### config.mk
export PLATFORM = sky130hd
export DESIGN_NAME = morph_program_sequencer_flat
export DESIGN_NICKNAME = d
export VERILOG_FILES = /design/src/rtl/morph_proc_if.sv /design/src/rtl/morph_program_sequencer.sv /design/src/flat_wrapper.sv
export SDC_FILE = /design/constraint.sdc
export NUM_CORES = 2
export LEC_CHECK = 0
export CORE_AREA = 2 2 437 439
export DETAILED_ROUTE_END_ITERATION = 8
export DIE_AREA = 0 0 439 441
export PLACE_DENSITY = 0.36
export SYNTH_ARGS = -nofsm -noshare
export SYNTH_HDL_FRONTEND = slang
export SYNTH_SLANG_ARGS = --single-unit
### constraint.sdc
create_clock -name clk -period 36.5 [get_ports clk]
set_input_delay 9.125 -clock clk [delete_from_list [all_inputs] [get_ports clk]]
set_output_delay 9.125 -clock clk [all_outputs]
set_load 0.02 [all_outputs]
### src/rtl/morph_proc_if.sv
// Instruction/image link between the program sequencer and the
// morphologic processor.
interface morph_proc_if #(
    parameter int ImageWidth     = 16,
    parameter int ImageHeight    = 16,
    parameter int OpCounterWidth = 2
) ();
    logic                              proc_clr;
    logic                              proc_ce;
    logic [ImageWidth*ImageHeight-1:0] proc_image;
    logic [8:0]                        proc_el;
    logic [2:0]                        proc_morphOp;
    logic                              proc_morphInSel;
    logic [2:0]                        proc_logicOp;
    logic [OpCounterWidth-1:0]         proc_opCounter;
    logic [ImageWidth*ImageHeight-1:0] proc_imageAcc;

    // Sequencer side: drives control and instruction fields.
    modport master (
        output proc_clr,
        output proc_ce,
        output proc_image,
        output proc_el,
        output proc_morphOp,
        output proc_morphInSel,
        output proc_logicOp,
        input  proc_opCounter,
        input  proc_imageAcc
    );

    // Processor side.
    modport slave (
        input  proc_clr,
        input  proc_ce,
        input  proc_image,
        input  proc_el,
        input  proc_morphOp,
        input  proc_morphInSel,
        input  proc_logicOp,
        output proc_opCounter,
        output proc_imageAcc
    );
endinterface

### src/rtl/morph_program_sequencer.sv
// Drives one chromosome through the morphologic processor:
// latch, clear, issue one instruction per ce cycle, capture.
module morph_program_sequencer #(
    parameter int ImageWidth     = 16,
    parameter int ImageHeight    = 16,
    parameter int OpCounterWidth = 2
) (
    input  logic                                 clk,
    input  logic                                 rst,
    input  logic                                 start_i,
    input  logic                                 pause_i,
    input  logic [OpCounterWidth:0]              prog_len_i,
    input  logic [(2**OpCounterWidth)*16-1:0]    program_i,
    input  logic [ImageWidth*ImageHeight-1:0]    image_in_i,
    output logic                                 busy_o,
    output logic                                 done_o,
    output logic                                 err_o,
    output logic [ImageWidth*ImageHeight-1:0]    result_o,
    morph_proc_if.master                         proc
);

    localparam int NumOps = 2 ** OpCounterWidth;
    localparam int ImgBits = ImageWidth * ImageHeight;
    localparam int ProgBits = NumOps * 16;

    localparam logic [OpCounterWidth:0] LenMax =
        {1'b1, {OpCounterWidth{1'b0}}};
    localparam logic [OpCounterWidth:0] LenOne =
        {{OpCounterWidth{1'b0}}, 1'b1};
    localparam logic [OpCounterWidth-1:0] IdxOne =
        {{(OpCounterWidth-1){1'b0}}, 1'b1};

    typedef enum logic [1:0] {
        S_IDLE,
        S_CLEAR,
        S_RUN,
        S_CAPTURE
    } state_t;

    state_t                    state_q, state_d;
    logic [ProgBits-1:0]       prog_q, prog_d;
    logic [OpCounterWidth:0]   len_q, len_d;
    logic [ImgBits-1:0]        img_q, img_d;
    logic [OpCounterWidth-1:0] idx_q, idx_d;
    logic                      busy_q, busy_d;
    logic                      done_q, done_d;
    logic                      err_q, err_d;
    logic [ImgBits-1:0]        result_q, result_d;
    logic                      clr_q, clr_d;

    logic                      ce;
    logic                      last;
    logic [15:0]               instr;

    // Next-state, issue control and instruction selection.
    always_comb begin
        state_d  = state_q;
        prog_d   = prog_q;
        len_d    = len_q;
        img_d    = img_q;
        idx_d    = idx_q;
        busy_d   = busy_q;
        done_d   = 1'b0;
        err_d    = err_q;
        result_d = result_q;
        clr_d    = 1'b0;
        ce       = 1'b0;
        instr    = 16'h0000;
        last     = ({1'b0, idx_q} == (len_q - LenOne));

        unique case (state_q)
            S_IDLE: begin
                if (start_i) begin
                    prog_d  = program_i;
                    // Oversized lengths would never reach the last index.
                    len_d   = (prog_len_i > LenMax) ? LenMax : prog_len_i;
                    img_d   = image_in_i;
                    busy_d  = 1'b1;
                    clr_d   = 1'b1;
                    state_d = S_CLEAR;
                end
            end
            S_CLEAR: begin
                idx_d   = '0;
                state_d = (len_q == '0) ? S_CAPTURE : S_RUN;
            end
            S_RUN: begin
                ce    = ~pause_i;
                instr = prog_q[{idx_q, 4'b0000} +: 16];
                if (ce) begin
                    idx_d = idx_q + IdxOne;
                    if (last) begin
                        state_d = S_CAPTURE;
                    end
                end
            end
            S_CAPTURE: begin
                // An empty program returns the source image untouched.
                result_d = (len_q == '0) ? img_q : proc.proc_imageAcc;
                // Full-length programs wrap the op counter back to zero.
                err_d    = (len_q != '0) &&
                           (proc.proc_opCounter != len_q[OpCounterWidth-1:0]);
                done_d   = 1'b1;
                busy_d   = 1'b0;
                state_d  = S_IDLE;
            end
            default: begin
                state_d = S_IDLE;
            end
        endcase
    end

    // State and datapath registers; reset aborts any run in flight.
    always_ff @(posedge clk or posedge rst) begin
        if (rst) begin
            state_q  <= S_IDLE;
            prog_q   <= '0;
            len_q    <= '0;
            img_q    <= '0;
            idx_q    <= '0;
            busy_q   <= 1'b0;
            done_q   <= 1'b0;
            err_q    <= 1'b0;
            result_q <= '0;
            clr_q    <= 1'b0;
        end else begin
            state_q  <= state_d;
            prog_q   <= prog_d;
            len_q    <= len_d;
            img_q    <= img_d;
            idx_q    <= idx_d;
            busy_q   <= busy_d;
            done_q   <= done_d;
            err_q    <= err_d;
            result_q <= result_d;
            clr_q    <= clr_d;
        end
    end

    assign busy_o   = busy_q;
    assign done_o   = done_q;
    assign err_o    = err_q;
    assign result_o = result_q;

    assign proc.proc_clr        = clr_q;
    assign proc.proc_ce         = ce;
    assign proc.proc_image      = img_q;
    assign proc.proc_el         = instr[15:7];
    assign proc.proc_morphOp    = instr[6:4];
    assign proc.proc_morphInSel = instr[3];
    assign proc.proc_logicOp    = instr[2:0];

endmodule

### src/flat_wrapper.sv
// flat-port wrapper written by rule: the top's interface ports become plain ports
module morph_program_sequencer_flat 
#(
    parameter int ImageWidth     = 16,
    parameter int ImageHeight    = 16,
    parameter int OpCounterWidth = 2
)
  (clk, rst, start_i, pause_i, prog_len_i, program_i, image_in_i, busy_o, done_o, err_o, result_o, proc_proc_clr, proc_proc_ce, proc_proc_image, proc_proc_el, proc_proc_morphOp, proc_proc_morphInSel, proc_proc_logicOp, proc_proc_opCounter, proc_proc_imageAcc);
  morph_proc_if #(.ImageWidth(ImageWidth), .ImageHeight(ImageHeight), .OpCounterWidth(OpCounterWidth)) proc_i ();
  input  logic clk;
  input  logic rst;
  input  logic start_i;
  input  logic pause_i;
  input  logic [OpCounterWidth:0] prog_len_i;
  input  logic [(2**OpCounterWidth)*16-1:0] program_i;
  input  logic [ImageWidth*ImageHeight-1:0] image_in_i;
  output logic busy_o;
  output logic done_o;
  output logic err_o;
  output logic [ImageWidth*ImageHeight-1:0] result_o;
  output wire logic [$bits(proc_i.proc_clr)-1:0] proc_proc_clr;
  output wire logic [$bits(proc_i.proc_ce)-1:0] proc_proc_ce;
  output wire logic [$bits(proc_i.proc_image)-1:0] proc_proc_image;
  output wire logic [$bits(proc_i.proc_el)-1:0] proc_proc_el;
  output wire logic [$bits(proc_i.proc_morphOp)-1:0] proc_proc_morphOp;
  output wire logic [$bits(proc_i.proc_morphInSel)-1:0] proc_proc_morphInSel;
  output wire logic [$bits(proc_i.proc_logicOp)-1:0] proc_proc_logicOp;
  input wire logic [$bits(proc_i.proc_opCounter)-1:0] proc_proc_opCounter;
  input wire logic [$bits(proc_i.proc_imageAcc)-1:0] proc_proc_imageAcc;
  assign proc_proc_clr = proc_i.proc_clr;
  assign proc_proc_ce = proc_i.proc_ce;
  assign proc_proc_image = proc_i.proc_image;
  assign proc_proc_el = proc_i.proc_el;
  assign proc_proc_morphOp = proc_i.proc_morphOp;
  assign proc_proc_morphInSel = proc_i.proc_morphInSel;
  assign proc_proc_logicOp = proc_i.proc_logicOp;
  assign proc_i.proc_opCounter = proc_proc_opCounter;
  assign proc_i.proc_imageAcc = proc_proc_imageAcc;
  morph_program_sequencer #(.ImageWidth(ImageWidth), .ImageHeight(ImageHeight), .OpCounterWidth(OpCounterWidth)) u_core (.clk(clk), .rst(rst), .start_i(start_i), .pause_i(pause_i), .prog_len_i(prog_len_i), .program_i(program_i), .image_in_i(image_in_i), .busy_o(busy_o), .done_o(done_o), .err_o(err_o), .result_o(result_o), .proc(proc_i));
endmodule
; ---- Yosys cells after proc, flatten, opt, wreduce, memory -nomap -nowiden
; Cells that the tools add are included.
[totals]
reg_bits = 587
inputBits = 585
out_inout_bits = 533
elab_cells = 49
[op_classes]
add_sub_neg = 2
order_cmp = 1
n_eq_ne = 8
n_shift = 1
muxes = 16
bitwise = 1
n_reduce_logical = 10
[ops]
columns = operator, count
row1 = $mux 256, 1
row2 = $shiftx 64x7->16, 1
row3 = $mux 16, 1
row4 = $mux 2, 4
row5 = $pmux 2 s4, 1
row6 = $mux 1, 6
row7 = $reduce_and 2->1, 3
row8 = $eq 2x2->1 const B, 2
row9 = $ne 2x2->1 const B, 2
row10 = $pmux 2 s2, 1
row11 = $reduce_bool 2->1, 2
row12 = $eq 2x3->1, 1
row13 = $gt 3x3->1 const B, 1
row14 = $logic_not 3->1, 1
row15 = $mux 3, 1
row16 = $reduce_and 3->1, 1
row17 = $reduce_bool 3->1, 1
row18 = $sub 3x1->3 const B, 1
row19 = $add 2x1->2 const B, 1
row20 = $eq 2x1->1 const B, 1
row21 = $logic_not 2->1, 1
row22 = $ne 2x1->1 const B, 1
row23 = $ne 2x2->1, 1
row24 = $pmux 1 s2, 1
row25 = other kinds (2), 2

; ---- Depth between registers and ports, before layout
[logic_depth]
ltp_word = 5
depth_mapped = 8
mapped_depth_nobuf = 6

; ---- Worst setup path after synthesis
; No wires, ideal clock.
[synth_timing]
kind = input-to-output
startpoint = in pause_i
endpoint = out proc_proc_ce
arrival_ns = 9.417
required_ns = 27.375
slack_ns = 17.958
stages = 2
path_buffers = 0
cell_sequence = nand2b_1 > inv_1
[synth_via]
elab_chain_len = 2
[synth_lines]
columns = item, line
row1 = from (decl), flat_wrapper.sv:13  ; input logic pause_i;
row2 = $not 1->1, morph_program_sequencer.sv:88  ; ce = ~pause_i;
row3 = $mux 1, morph_program_sequencer.sv:71  ; unique case (state_q)
row4 = to (decl), flat_wrapper.sv:22  ; output wire logic [$bits(proc_i.proc_ce)-1:0] proc_proc_ce;
; Every way passes these cells.

; ---- Worst setup path in the final report
; Same ends and word-level chain as after synthesis.

==> results.toml <==
[run_status]
status = "finished clean"

[cts]
cts_resized = 0
cts_setup_buffers = 0
h-tree-depth = 3
path_clk_slew_ps = 50
cts_buffers = 83
clock_path_buffers = 3
cts_root_buffer = "clkbuf_16"
clock_sinks = 587
clk_latency_ps = 720
cts_hold_buf = 0
cts_tree = "yes"

[logic_synthesis]
synth_top_area_cell = "dfrtp_1"
synth_cells = 2167
synthFlopType = "dfrtp_1"
yosysUniqueCellTypes = 30
synthTopCellsByCount = "dfrtp_1, nand2_1, mux2_2"
synth_edf_count = 0
postSynth.asyncResetShare_pct = 100
yosys_register_bits = 587
synth_fp_nets = 2759
ys_seq_area_share_pct = 60.2
synth_area_leaders = "dfrtp_1, mux2_2, nand2_1, a31oi_1, nor2_1"
synth_area_mm2 = 0.0244
synth_warnings = 0
yosysMostFrequentCell = "dfrtp_1"
synth_top_area_share_pct = 60.2
synth_area_per_cell_um2 = 11.3

[floorplan]
initial_core_util_pct = 12.9
coreArea_mm2 = 0.189
fp-row-count = 160
ios = 1118
die_w_um = 439
die_h_um = 441
die_area_mm2 = 0.194

[setup_path]
critPathMostFrequentCell = "clkdlybuf4s50_1"
crit_arrival_ps = 10450
cp.required_ps = 27370
max_stage_delay_ps = 600
crit_family = "buffers and inverters"
crit_buf_inv = 3
path_cells = "clkdlybuf4s50_1, nand2b_1, inv_1, clkdlybuf4s50_1"
worst-setup-path-type = "in2out"
start_kind = "input pin"
crit_fanout = 3
crit_slowest_cell = "clkdlybuf4s50_1"
crit_path_end_kind = "output pin"

[sta]
rsz0062_at_grt = "false"
tightest_slew_ps = 1060
timing.final.hold_violations = 0
slew_headroom_pct = 29.4
min_period_ps = 19580
timing.hold.ws_ps = 489
setup_viol = 0
finalCritPeriodShare_pct = 53.6
fmax_mhz = 51.1
fin_skew_ps = 28.7
tns_ps = 0
slew_violations = 0

[place]
dp_hpwl_mm = 124
dp_cells = 5668
port_buffers = 1117
place_area_mm2 = 0.0382
place_congestion = 0.843

[global_route]
grt_pass1_vias = 21800
grt_use_total_pct = 15.8
grt_pass1_wl_mm = 207
antenna_found_initial = 53
grt-ovfl-total = 0
grt_max_degree = 152

[layout]
seq_area_mm2 = 0.0147
n_fill_cell = 20700
areaGrowthSynthToFinish_pct = 67.9
multi_input_comb_area_mm2 = 0.00892
drive_above_1_share_pct = 15.0
fin_util_pct = 21.7
stdcell_count = 5829
num-nets-final = 3834
fin_area_mm2 = 0.0410

[routing]
wirelength_mm = 159
drc_errors = 0
wire_per_inst_um = 27.3
ant_nets = 0
firstDrtPassIters = 5
drt_iter0_drc = 1220
viasPerCell = 3.72
vias = 21700

[job]
max_cap_violations = 0

[worst_hold_path]
hp-class = "reg2reg"

[power]
p_per_area_mw_per_mm2 = 106
leakage_nw = 16.2
irDropWorstVdd_mv = 0.0480
## worst reg2reg max path, stage by stage, from the launching register on
cell     delay (ps)
dfrtp_1         440
inv_1           160
ha_1            230
and2_4          760
buf_4           720
buf_4           950
mux2_2          550
## where the power goes
| part | switching (W) | total, W | leakage, nW | internal [W] |
|---|---|---|---|---|
| registers | 0.000296 | 0.00129 | 6.75 | 0.000989 |
| logic | 0.00128 | 0.00221 | 8.08 | 0.000929 |
| clock network | 0.000356 | 0.000848 | 1.33 | 0.000492 |
| total | 0.00193 | 0.00434 | 16.2 | 0.00241 |
## cells by family (layout without fill, tap and decap cells)
kind of cell,Yosys count,after routing,synth area share (%)
buffers and inverters,162,1300,3.41
xor gates and xnor gates,6,6,0.215
AOI/OAI and AO/OA,264,264,6.77
and+or+nand+nor,801,801,12.6
other,0,13,0
DFF,587,587,60.2
adders and majority gates,7,7,0.359
muxes,340,340,16.4
## cell type report
cell class	instances	share of cell area, %
inverter	6	0.0733
timing repair buffer	1146	27.9
tap	2511	7.67
clock buffer	125	5.87
antenna	13	0.0794
multi-input combinational	1418	21.8
clock inverter	23	0.782
sequential	587	35.8
## final timing paths
path	start	end	slack [ps]	depth (start not counted)
max	pause_i	proc_proc_ce	16920	4
min	u_core.prog_q[21]	u_core.prog_q[21]	490	1
max reg2reg	u_core.state_q[0]	u_core.proc.proc_image[141]	32590	6
min reg2reg	u_core.prog_q[21]	u_core.prog_q[21]	490	1
max in group asynchronous	rst	u_core.prog_q[4]	24620	5
min in group asynchronous	rst	u_core.result_o[91]	8900	2
## layer usage
| layer | track usage [%] | part of all wire [%] | vias up |
|---|---|---|---|
| li1 | - | - | 9601 |
| met1 | 18.1 | 39 | 11000 |
| met2 | 26.6 | 49 | 819 |
| met3 | 6.41 | 9.3 | 217 |
| met4 | 5.39 | 2.6 | 6 |
| met5 | 0 | 0.026 | - |
## state kept, by name, summed over array words and instances, names as in the netlist
signal / flops
u_core.busy_o: 1
u_core.prog_q: 64
u_core.err_o: 1
u_core.idx_q: 2
u_core.state_q: 2
u_core.proc.proc_clr: 1
u_core.len_q: 3
u_core.proc.proc_image: 256
u_core.result_o: 256
u_core.done_o: 1
## metrics by stage
stage / power [W] / worst slack, ps
6_report: 0.00434 / 16920
5_1_grt: 0.00461 / 16880
4_1_cts: 0.00445 / 16920
3_5_place_dp: 0.00355 / 16920
3_3_place_gp: 0.00355 / 16880
2_1_floorplan: 0.00231 / 10950
## layout by cell type, fill, tap and decap left out, types with 2 or more instances in the layout
cell type        netlist  routed
clkbuf_1              39      25
nand3b_1               2       2
and2_1                16      16
nor2_1               258     258
a31oi_1              256     256
clkinvlp_4             0       2
clkbuf_16              0      83
inv_1                  6       5
inv_6                  0       3
mux2_1                 2       2
buf_12                 0       4
buf_4                 24      25
clkinv_2               0       8
dfrtp_1              587     587
diode_2                0      13
o21ai_0                5       5
mux2_2               320     320
clkdlybuf4s50_1        0    1117
mux4_2                16      16
clkbuf_8               0      17
nand2_1              514     514
inv_16                 0       4
ha_1                   7       6
bufinv_16              0       5
xnor2_1                5       5
nand2b_1               5       4
Power figures use the tool's default switching activity.
